## src/rtl/fifo_rr_arbiter_pkg.sv

```systemverilog
// Shared defaults and state encoding for the per-port round-robin drain
// arbiter. SIZE_DEF matches the router FIFO item width; NUM_IN_DEF is the
// number of input FIFOs feeding one router output port.
package fifo_rr_arbiter_pkg;

   localparam int SIZE_DEF      = 2;
   localparam int NUM_IN_DEF    = 4;
   localparam int MAX_BURST_DEF = 4;

   typedef enum logic {
      ST_IDLE  = 1'b0,
      ST_BURST = 1'b1
   } arb_state_t;

endpackage

```

## src/rtl/fifo_rr_arbiter_rr_pick.sv

```systemverilog
// Combinational rotate-priority encoder.
// Finds the first set bit of i_req, searching i_start, i_start+1, ... modulo
// NUM_IN.
//   i_req   [NUM_IN]  request vector (input FIFO non-empty)
//   i_start [ID_W]    index searched first
//   o_valid           at least one request is set
//   o_idx   [ID_W]    winning index (0 when o_valid is low)
module fifo_rr_arbiter_rr_pick #(
   parameter int NUM_IN = 4,
   parameter int ID_W   = $clog2(NUM_IN)
) (
   input  logic [NUM_IN-1:0] i_req,
   input  logic [ID_W-1:0]   i_start,
   output logic              o_valid,
   output logic [ID_W-1:0]   o_idx
);

   int              w_pos;
   logic [ID_W-1:0] w_j;

   // Walk offsets from farthest to nearest so the last hit, which wins, is the
   // one closest to i_start.
   always_comb begin
      o_valid = 1'b0;
      o_idx   = '0;
      w_pos   = 0;
      w_j     = '0;
      for (int k = NUM_IN - 1; k >= 0; k--) begin
         w_pos = int'(i_start) + k;
         if (w_pos >= NUM_IN) w_pos = w_pos - NUM_IN;
         w_j = ID_W'(w_pos);
         if (i_req[w_j]) begin
            o_valid = 1'b1;
            o_idx   = w_j;
         end
      end
   end

endmodule

```

## src/rtl/fifo_rr_arbiter.sv

```systemverilog
// Round-robin arbiter draining NUM_IN upstream FIFOs into one downstream FIFO
// write port, with bounded bursts of up to MAX_BURST items per grant.
//   i_clk, i_reset            clock, async active-high reset
//   i_empty    [NUM_IN]       empty flags of the input FIFOs
//   i_item_in  [NUM_IN*SIZE]  head items, input i at [i*SIZE +: SIZE]
//   o_read     [NUM_IN]       pop strobes, zero or one-hot, combinational
//   i_out_full                full flag of the downstream FIFO
//   o_write                   push strobe (output-register valid)
//   o_item_out [SIZE]         item presented downstream
//   o_grant_id [ID_W]         source index of o_item_out
//   o_busy                    burst grant held
//
// state    | meaning
// ---------+-------------------------------------------------------------
// ST_IDLE  | no grant held; next selection is a pure rotate from r_cur+1
// ST_BURST | r_cur holds the grant; it keeps it while non-empty and the
//          | burst count is below MAX_BURST
module fifo_rr_arbiter
   import fifo_rr_arbiter_pkg::*;
#(
   parameter int NUM_IN    = NUM_IN_DEF,
   parameter int SIZE      = SIZE_DEF,
   parameter int MAX_BURST = MAX_BURST_DEF,
   parameter int ID_W      = $clog2(NUM_IN)
) (
   input  logic                   i_clk,
   input  logic                   i_reset,
   input  logic [NUM_IN-1:0]      i_empty,
   input  logic [NUM_IN*SIZE-1:0] i_item_in,
   output logic [NUM_IN-1:0]      o_read,
   input  logic                   i_out_full,
   output logic                   o_write,
   output logic [SIZE-1:0]        o_item_out,
   output logic [ID_W-1:0]        o_grant_id,
   output logic                   o_busy
);

   localparam int              CNT_W     = $clog2(MAX_BURST + 1);
   localparam logic [CNT_W-1:0] BURST_LIM = CNT_W'(MAX_BURST);
   localparam logic [ID_W-1:0]  LAST_IDX  = ID_W'(NUM_IN - 1);

   arb_state_t       r_state, w_state_nxt;
   logic [ID_W-1:0]  r_cur, w_cur_nxt;
   logic [CNT_W-1:0] r_burst_cnt, w_burst_cnt_nxt;
   logic             r_write, w_write_nxt;
   logic [SIZE-1:0]  r_item, w_item_nxt;
   logic [ID_W-1:0]  r_grant_id, w_grant_id_nxt;

   logic [NUM_IN-1:0] w_req;
   logic [ID_W-1:0]   w_start;
   logic [ID_W-1:0]   w_pick_idx;
   logic              w_pick_valid;
   logic [ID_W-1:0]   w_sel;
   logic              w_sel_valid;
   logic [SIZE-1:0]   w_sel_item;
   logic              w_hold;
   logic              w_can_issue;
   logic              w_any_req;
   logic              w_issue;

   assign w_req     = ~i_empty;
   assign w_any_req = |w_req;

   // Output register is free, or its item leaves on this edge.
   assign w_can_issue = ~r_write | ~i_out_full;

   // Rotation starts just past the last grant; explicit wrap keeps this
   // correct for NUM_IN that is not a power of two.
   assign w_start = (r_cur == LAST_IDX) ? '0 : r_cur + 1'b1;

   fifo_rr_arbiter_rr_pick #(
      .NUM_IN (NUM_IN),
      .ID_W   (ID_W)
   ) u_rr_pick (
      .i_req   (w_req),
      .i_start (w_start),
      .o_valid (w_pick_valid),
      .o_idx   (w_pick_idx)
   );

   assign w_hold      = (r_state == ST_BURST) && w_req[r_cur] && (r_burst_cnt < BURST_LIM);
   assign w_sel       = w_hold ? r_cur : w_pick_idx;
   assign w_sel_valid = w_hold | w_pick_valid;
   assign w_issue     = w_can_issue & w_sel_valid & ~i_reset;

   always_comb begin
      w_sel_item = '0;
      for (int i = 0; i < NUM_IN; i++) begin
         if (w_sel == ID_W'(i)) w_sel_item = i_item_in[i*SIZE +: SIZE];
      end
   end

   // State register (also carries the datapath registers it sequences).
   always_ff @(posedge i_clk or posedge i_reset) begin
      if (i_reset) begin
         r_state     <= ST_IDLE;
         r_cur       <= LAST_IDX;
         r_burst_cnt <= '0;
         r_write     <= 1'b0;
         r_item      <= '0;
         r_grant_id  <= '0;
      end else begin
         r_state     <= w_state_nxt;
         r_cur       <= w_cur_nxt;
         r_burst_cnt <= w_burst_cnt_nxt;
         r_write     <= w_write_nxt;
         r_item      <= w_item_nxt;
         r_grant_id  <= w_grant_id_nxt;
      end
   end

   // Next-state logic.
   always_comb begin
      w_state_nxt     = r_state;
      w_cur_nxt       = r_cur;
      w_burst_cnt_nxt = r_burst_cnt;
      w_write_nxt     = r_write;
      w_item_nxt      = r_item;
      w_grant_id_nxt  = r_grant_id;
      if (w_issue) begin
         w_state_nxt     = ST_BURST;
         w_cur_nxt       = w_sel;
         w_write_nxt     = 1'b1;
         w_item_nxt      = w_sel_item;
         w_grant_id_nxt  = w_sel;
         // A rotate that lands back on r_cur (lone requester) restarts the burst.
         w_burst_cnt_nxt = w_hold ? r_burst_cnt + 1'b1 : CNT_W'(1);
      end else begin
         if (!i_out_full) w_write_nxt = 1'b0;
         if (w_can_issue && !w_any_req) begin
            w_state_nxt     = ST_IDLE;
            w_burst_cnt_nxt = '0;
         end
      end
   end

   // Outputs.
   always_comb begin
      o_read = '0;
      for (int i = 0; i < NUM_IN; i++) begin
         o_read[i] = w_issue && (w_sel == ID_W'(i));
      end
      o_busy = (r_state == ST_BURST);
   end

   assign o_write    = r_write;
   assign o_item_out = r_item;
   assign o_grant_id = r_grant_id;

endmodule

```

## config.mk

```make
export PLATFORM = sky130hd
export DESIGN_NAME = fifo_rr_arbiter
export DESIGN_NICKNAME = d
export VERILOG_FILES = /design/src/rtl/fifo_rr_arbiter_pkg.sv /design/src/rtl/fifo_rr_arbiter_rr_pick.sv /design/src/rtl/fifo_rr_arbiter.sv
export SDC_FILE = /design/constraint.sdc
export NUM_CORES = 1
export LEC_CHECK = 0
export ABC_AREA = 1
export CAP_MARGIN = 20
export CORE_MARGIN = 4
export CORE_UTILIZATION = 48
export DETAILED_ROUTE_END_ITERATION = 10
export HOLD_SLACK_MARGIN = 0.06
export PLACE_DENSITY_LB_ADDON = 0.25
export SLEW_MARGIN = 20
export SYNTH_ARGS = -nofsm -noshare
export SYNTH_HDL_FRONTEND = slang
export SYNTH_HIERARCHICAL = 1
export SYNTH_SLANG_ARGS = --single-unit
```

## constraint.sdc

```tcl
create_clock -name i_clk -period 3.2 [get_ports i_clk]
set_clock_uncertainty 0.05 [all_clocks]
set_input_delay 0.64 -clock i_clk [delete_from_list [all_inputs] [get_ports i_clk]]
set_output_delay 0.64 -clock i_clk [all_outputs]
set_load 0.005 [all_outputs]
```

==> impl_results.md, run 1 <==
* Net Count, Synth at 158
* Period utilization at 94.69%
* Reg area at 277.8 sq um
* Layout cells sized above 1 at 29.41%
* Count of hold-fix buffers inserted at cts at 0
* Detailed Routing Iterations Pass 1 at 4
* Nets at 205
* Synth top area share at 22.73%
* Post-synth ARST share at 100.0%
* Levels on crit path at 15
* Arrival @ worst endpoint at 2.34 ns
* Largest net degree at the start of global routing at 12
* CP startpoint: i_empty[3]
* Min-delay worst type: register to register
* Final count of negative-setup-slack endpoints at 0
* Core area at 1962 sq um
* Worst path required time at 2.51 ns
* Finished Core Util at 72.90%
* Dpl cell area at 1378 sq um
* Top-Level Pins at 25
* Post-Route WL at 2.595 mm
* Fin crit period at 3.030 ns
* Top cell family by delay on the critical path: buffers and inverters
* Vias in the first global route at 1105
* Flop2flop setup slack at 0.91 ns
* Final GP Congestion at 0.7622
* Die width at 53.44 microns
* Global-route wire length before repair at 4.485 mm
* Leak at 0.7742 nW
* Diodes inserted at 0
* DRC at 0
* Most common cell in the synthesized netlist: nand2_1
* Hold WS at 0.4320 ns
* Area of the multi-input gates at 610.6 sq um
* Final Total Pwr at 1.614 mW
* Clock root buffer: clkbuf_4
* Overflow after GRT at 0
* Worst Path Max Fanout at 4
* Die area at 2855 sq um
* Critical Path Sink: o_read[0]
* Hpwl dp at 2.162 mm
* Height of the die at 53.44 microns
* CP bufs+invs at 5
* PortBufs at 24
* Max Cap Viol at 0
* Max Root-Sink Buffers at 2
* Post-Syn Area per Cell at 7.028 sq um
* Max-slew headroom at 82.56%
* Ys flop type: dfrtp_1
* YS warnings at 6
* Via density at 4.879
* Clk_lat worst skew at 0.27 ns
* Filler Cell Count at 166
* VDD IR max at 0.0006949 V
* H-tree depth at 1
* Cell Area, Synth at 991.0 sq um
* Antenna Violating Nets Remaining at 0
* Worst path slowest cell: clkdlybuf4s50_1
* Initial Utilization at 50.51%
* PwrDens at 1129 nW/um^2
* Initial antenna violation count at 0
* Post-synth top cells: nand2_1 (44), inv_1 (20), nand3_1 (15)
* Synth Register Bits at 11
* CTS sink cnt at 11
* Clock-pin slew on the worst setup and hold paths at 0.07 ns
* Reg2Reg Launch Point: r_cur[1]
* Setup crit end kind: output port
* Tot GR Track Use at 21.22%
* Post-layout instance area at 1430 sq um
* DRT iter0 DRCs at 29
* Row count at 16
* CP startpoint kind: primary input
* EDFF count, synth at 0
* Critical path class: primary input to output port
* DP Worst Slack at -0.1514 ns
* CP peak stage delay at 0.45 ns
* Distinct cells, synth at 27
* Synth Instances at 141
* Synth top area cells: dfrtp_1 (23%), nand2_1 (17%), inv_1 (7.6%), nand3_1 (7.6%), dfstp_2 (5.3%)
* Largest area contributor in the netlist: dfrtp_1
* Via count at 1044
* CTS tree: built
* Dpl cells at 208
* FF-to-FF End: o_item_out[1]
* Slew Viols, Final at 0
* Critical Path Most Common Cell: nand2_2
* Status: completed
* Max Clock Freq at 0.3300 GHz
* Per-cell routed wire length at 12.13 microns
* Post-synthesis sequential area ratio at 28.03%
* Crit-path cells: clkdlybuf4s50_1 -> inv_1 -> inv_2 -> nand2_2 -> and2_4 -> nand2_2 -> nand2_2 -> clkinv_2 -> nand2_1 -> nand2_1 -> nand2_2 -> nand2_4 -> nand2_4 -> nor3_2 -> dlygate4sd2_1
* RSZ-0062 raised after global routing: false
* Worst setup margin at 0.1698 ns
* Setup TNS at 0 ns
* Finished Layout Cells at 214
* Area Growth Syn to Fin at 44.32%
* Worst-Margin Slew at 0.2592 ns
* Worst reg2reg path depth at 18
* TritonCTS buffer count at 3
* Final Hold Vio Count at 0
==> report_power, final <==
group / switching (mW) / internal [mW]
registers: 0.0301 / 0.201
logic: 0.711 / 0.576
clock network: 0.0473 / 0.0482
==> registers in the layout, summed over array words and instances, names as in the netlist <==
name / count
o_item_out: 2
o_write: 1
r_cur: 2
o_busy: 1
o_grant_id: 2
r_burst_cnt: 3
==> cell type report <==
type | count | share of cell area, %
multi-input cells | 104 | 42.69
repair buffers | 44 | 26.95
flip-flops and latches | 11 | 19.42
inverters | 24 | 6.737
well taps | 27 | 2.362
clock buffers | 4 | 1.837
==> worst min path at each step <==
| stage | cells past startpoint | endpoint | slack, ns | from |
|---|---|---|---|---|
| 6_report | 2 | o_grant_id[1] | 0.43 | o_grant_id[1] |
| 5_1_grt | 2 | o_grant_id[0] | 0.47 | o_grant_id[0] |
| 4_1_cts | 2 | o_grant_id[1] | 0.43 | o_grant_id[1] |
| 3_5_place_dp | 2 | o_grant_id[1] | 0.41 | o_grant_id[1] |
| 3_3_place_gp | 2 | o_item_out[1] | 0.42 | o_item_out[1] |
| 2_1_floorplan | 2 | o_item_out[0] | 0.42 | o_item_out[0] |
==> cells by family (layout without fill, tap and decap cells) <==
logic type | count (synthesis) | in the layout | share of synthesized area, %
adders and majority gates | 2 | 2 | 2.525
buffers and inverters | 26 | 72 | 11.99
and+or+nand+nor | 89 | 89 | 48.74
DFF | 11 | 11 | 28.03
AOI/OAI and AO/OA | 13 | 13 | 8.712
==> worst min-delay path: stages, from the launching register on <==
cell and delay (ns):
dfrtp_1 0.34, nand2_1 0.05, nand2_1 0.06
==> layout by cell type, fill, tap and decap left out <==
cell,instances
clkdlybuf4s50_1,20
dfrtp_1,9
nand4_1,2
nand3b_1,2
nor4_1,1
nand3_2,2
dlygate4sd2_1,4
a21boi_2,1
nor2_4,1
a21oi_1,1
ha_1,2
nor2_1,5
nor3_2,1
nand2_4,3
o21ai_2,1
inv_1,19
clkbuf_1,1
dfstp_2,2
inv_2,3
nand3_1,15
o21ai_1,3
nand3_4,3
buf_4,20
clkinv_4,1
nand2_1,43
a21oi_4,1
clkbuf_4,3
nand2_2,9
o21ai_4,1
clkinv_2,1
o21ai_0,5
and2_4,1
nor2_2,1
==> timing repair <==
item,CTS,global route
setup endpoints to repair,4,0
resized for setup,9,0
buffers inserted,2,0
==> per-layer routing <==
layer,vias up,track usage [%],share of wire (%)
li1,537,-,-
met1,480,22.26,42
met2,25,42.86,53
met3,2,3.662,4.3
met4,0,3.830,0.31
met5,-,0,0
(Power assumes the default switching activity.)
==> inputs of run 2 (changes only) <==
--- a/config.mk
+++ b/config.mk
@@ -12,7 +12,6 @@
 export DETAILED_ROUTE_END_ITERATION = 10
 export HOLD_SLACK_MARGIN = 0.06
 export PLACE_DENSITY_LB_ADDON = 0.25
-export SLEW_MARGIN = 20
 export SYNTH_ARGS = -nofsm -noshare
 export SYNTH_HDL_FRONTEND = slang
 export SYNTH_HIERARCHICAL = 1
==> results of run 2 <==
No change in the layout: final DEF, timing and power equal those of run 1.
==> inputs of run 3 (changes only) <==
--- a/config.mk
+++ b/config.mk
@@ -16,3 +16,4 @@
 export SYNTH_HDL_FRONTEND = slang
 export SYNTH_HIERARCHICAL = 1
 export SYNTH_SLANG_ARGS = --single-unit
+export TNS_END_PERCENT = 30
==> impl_results.md, run 3 (same netlist as run 1, synthesis figures left out) <==
* Status: completed
* Worst Path Max Fanout at 8
* Filler Cell Count at 165
* Min-delay worst type: register to register
* CTS sink cnt at 11
* Worst path slowest cell: dfstp_2
* Final GP Congestion at 0.7622
* Tot GR Track Use at 21.23%
* Worst setup margin at 0.1585 ns
* Area Growth Syn to Fin at 44.19%
* Switching portion of total power at 49.06%
* H-tree depth at 1
* Post-layout instance area at 1429 sq um
* Most frequent cells in the layout: nand2_1 (43), clkdlybuf4s50_1 (20), inv_1 (19), buf_4 (19), nand3_1 (15)
* Hpwl dp at 2.162 mm
* Initial Utilization at 50.51%
* Final count of negative-setup-slack endpoints at 0
* Internal power at 0.8247 mW
* Worst reg2reg path depth at 19
* Layout cells sized above 1 at 29.57%
* Global-route wire length before repair at 4.491 mm
* CP peak stage delay at 0.56 ns
* Clock root buffer: clkbuf_4
* Fin crit period at 3.042 ns
* Detailed Routing Iterations Pass 1 at 4
* DRT iter0 DRCs at 20
* VDD IR max at 0.0007095 V
* Final Hold Vio Count at 0
* Max Clock Freq at 0.3288 GHz
* Period utilization at 95.05%
* Max Cap Viol at 0
* Reg area at 277.8 sq um
* Initial antenna violation count at 0
* Worst-Margin Slew at 0.2467 ns
* CP bufs+invs at 2
* Via count at 1041
* CP startpoint kind: register
* Die area at 2855 sq um
* Critical path class: register to output port
* Core area at 1962 sq um
* Via density at 4.887
* Max-slew headroom at 83.40%
* Antenna Violating Nets Remaining at 0
* Clock group share of total power at 6.0%
* Critical Path Most Common Cell: nand2_1
* Clk_lat worst skew at 0.27 ns
* Worst hold path depth at 2
* Setup crit end kind: output port
* Largest net degree at the start of global routing at 12
* Slew Viols, Final at 0
* DP Worst Slack at -0.1514 ns
* Levels on crit path at 13
* Post-Route WL at 2.631 mm
* Height of the die at 53.44 microns
* Commonest non-fill, non-tap cell in the layout: nand2_1
* CTS tree: built
* Area of the multi-input gates at 613.1 sq um
* P_sw at 0.7942 mW
* Dpl cells at 208
* Arrival @ worst endpoint at 2.35 ns
* Leak at 0.7799 nW
* Final Total Pwr at 1.619 mW
* RSZ-0062 raised after global routing: false
* Clock-pin slew on the worst setup and hold paths at 0.07 ns
* Finished Layout Cells at 213
* Diodes inserted at 0
* Row count at 16
* Dpl cell area at 1378 sq um
* Nets at 204
* Top-Level Pins at 25
* Max Root-Sink Buffers at 2
* Most flop-heavy register: r_burst_cnt
* TritonCTS buffer count at 3
* Per-cell routed wire length at 12.35 microns
* Comb power frac at 79.6%
* PwrDens at 1133 nW/um^2
* DRC at 0
* Sequential Power Share at 14.4%
* Overflow after GRT at 0
* Crit-path cells: ha_2 -> nor2_2 -> buf_4 -> o21ai_1 -> nand2_1 -> nand3_1 -> nand2_1 -> nand2_1 -> nand2_2 -> nand2_4 -> nand2_4 -> nor3_2 -> dlygate4sd2_1
* PortBufs at 24
* Die width at 53.44 microns
* Max reg flops at 3
* Top cell family by delay on the critical path: simple AND/OR/NAND/NOR gates
* Worst path required time at 2.51 ns
* Vias in the first global route at 1104
run 3: cell types whose count changed in the layout (fill, tap and decap cells not counted):
cell	before	now
buf_4	20	19
ha_2	0	1
ha_1	2	1
dlymetal6s2s_1	0	1
dlygate4sd2_1	4	3
run 3: timing repair:
action,in CTS,in global routing
resized for setup,6,4
hold buffers,0,0
pin swaps,1,1
buffers inserted,1,0
endpoints found under the setup margin,4,1
run 3: layer usage:
layer	part of all wire, %	track usage (%)	routed length [microns]
met2	53	41.22	1383
met3	4.1	3.662	109
met4	1.7	5.532	44
met5	0	0	0
met1	42	22.98	1094
run 3: per-stage QoR:
step           hold WS (ns)  util, %   TNS, ns
2_1_floorplan        0.4224        -         0
3_3_place_gp         0.4154    70.22   -0.2769
3_5_place_dp         0.4136    70.22   -0.4819
4_1_cts              0.4335    72.07  -0.06312
5_1_grt              0.4671    72.83         0
6_report             0.4334    72.83         0
run 3: path summary, 6_finish.rpt:
path | endpoint | startpoint | slack (ns)
max | o_read[0] | r_cur[0] | 0.16
min | o_grant_id[1] | o_grant_id[1] | 0.43
max reg2reg | o_item_out[1] | r_cur[0] | 0.89
min reg2reg | o_grant_id[1] | o_grant_id[1] | 0.43
max in group asynchronous | r_cur[0] | i_reset | 2.17
min in group asynchronous | o_grant_id[0] | i_reset | 0.71
run 3: tightest hold or removal path, cell delays in order, from the launching register on:
cell and delay [ns]:
dfrtp_1 0.34, nand2_1 0.05, nand2_1 0.06
run 3: power groups by stage:
stage	Sequential [mW]	Combinational [mW]	Clock, mW
3_5_place_dp	0.241	1.24	0
4_1_cts	0.232	1.27	0.0982
2_1_floorplan	0.242	0.800	0
6_report	0.234	1.29	0.0965
5_1_grt	0.242	1.42	0.106
3_3_place_gp	0.236	1.19	0
run 3: cell type report:
cell class | count | area share, %
clock buffer | 4 | 1.839
tap | 27 | 2.364
inverter | 24 | 6.743
multi-input combinational | 104 | 42.91
timing repair buffer | 43 | 26.71
sequential | 11 | 19.44
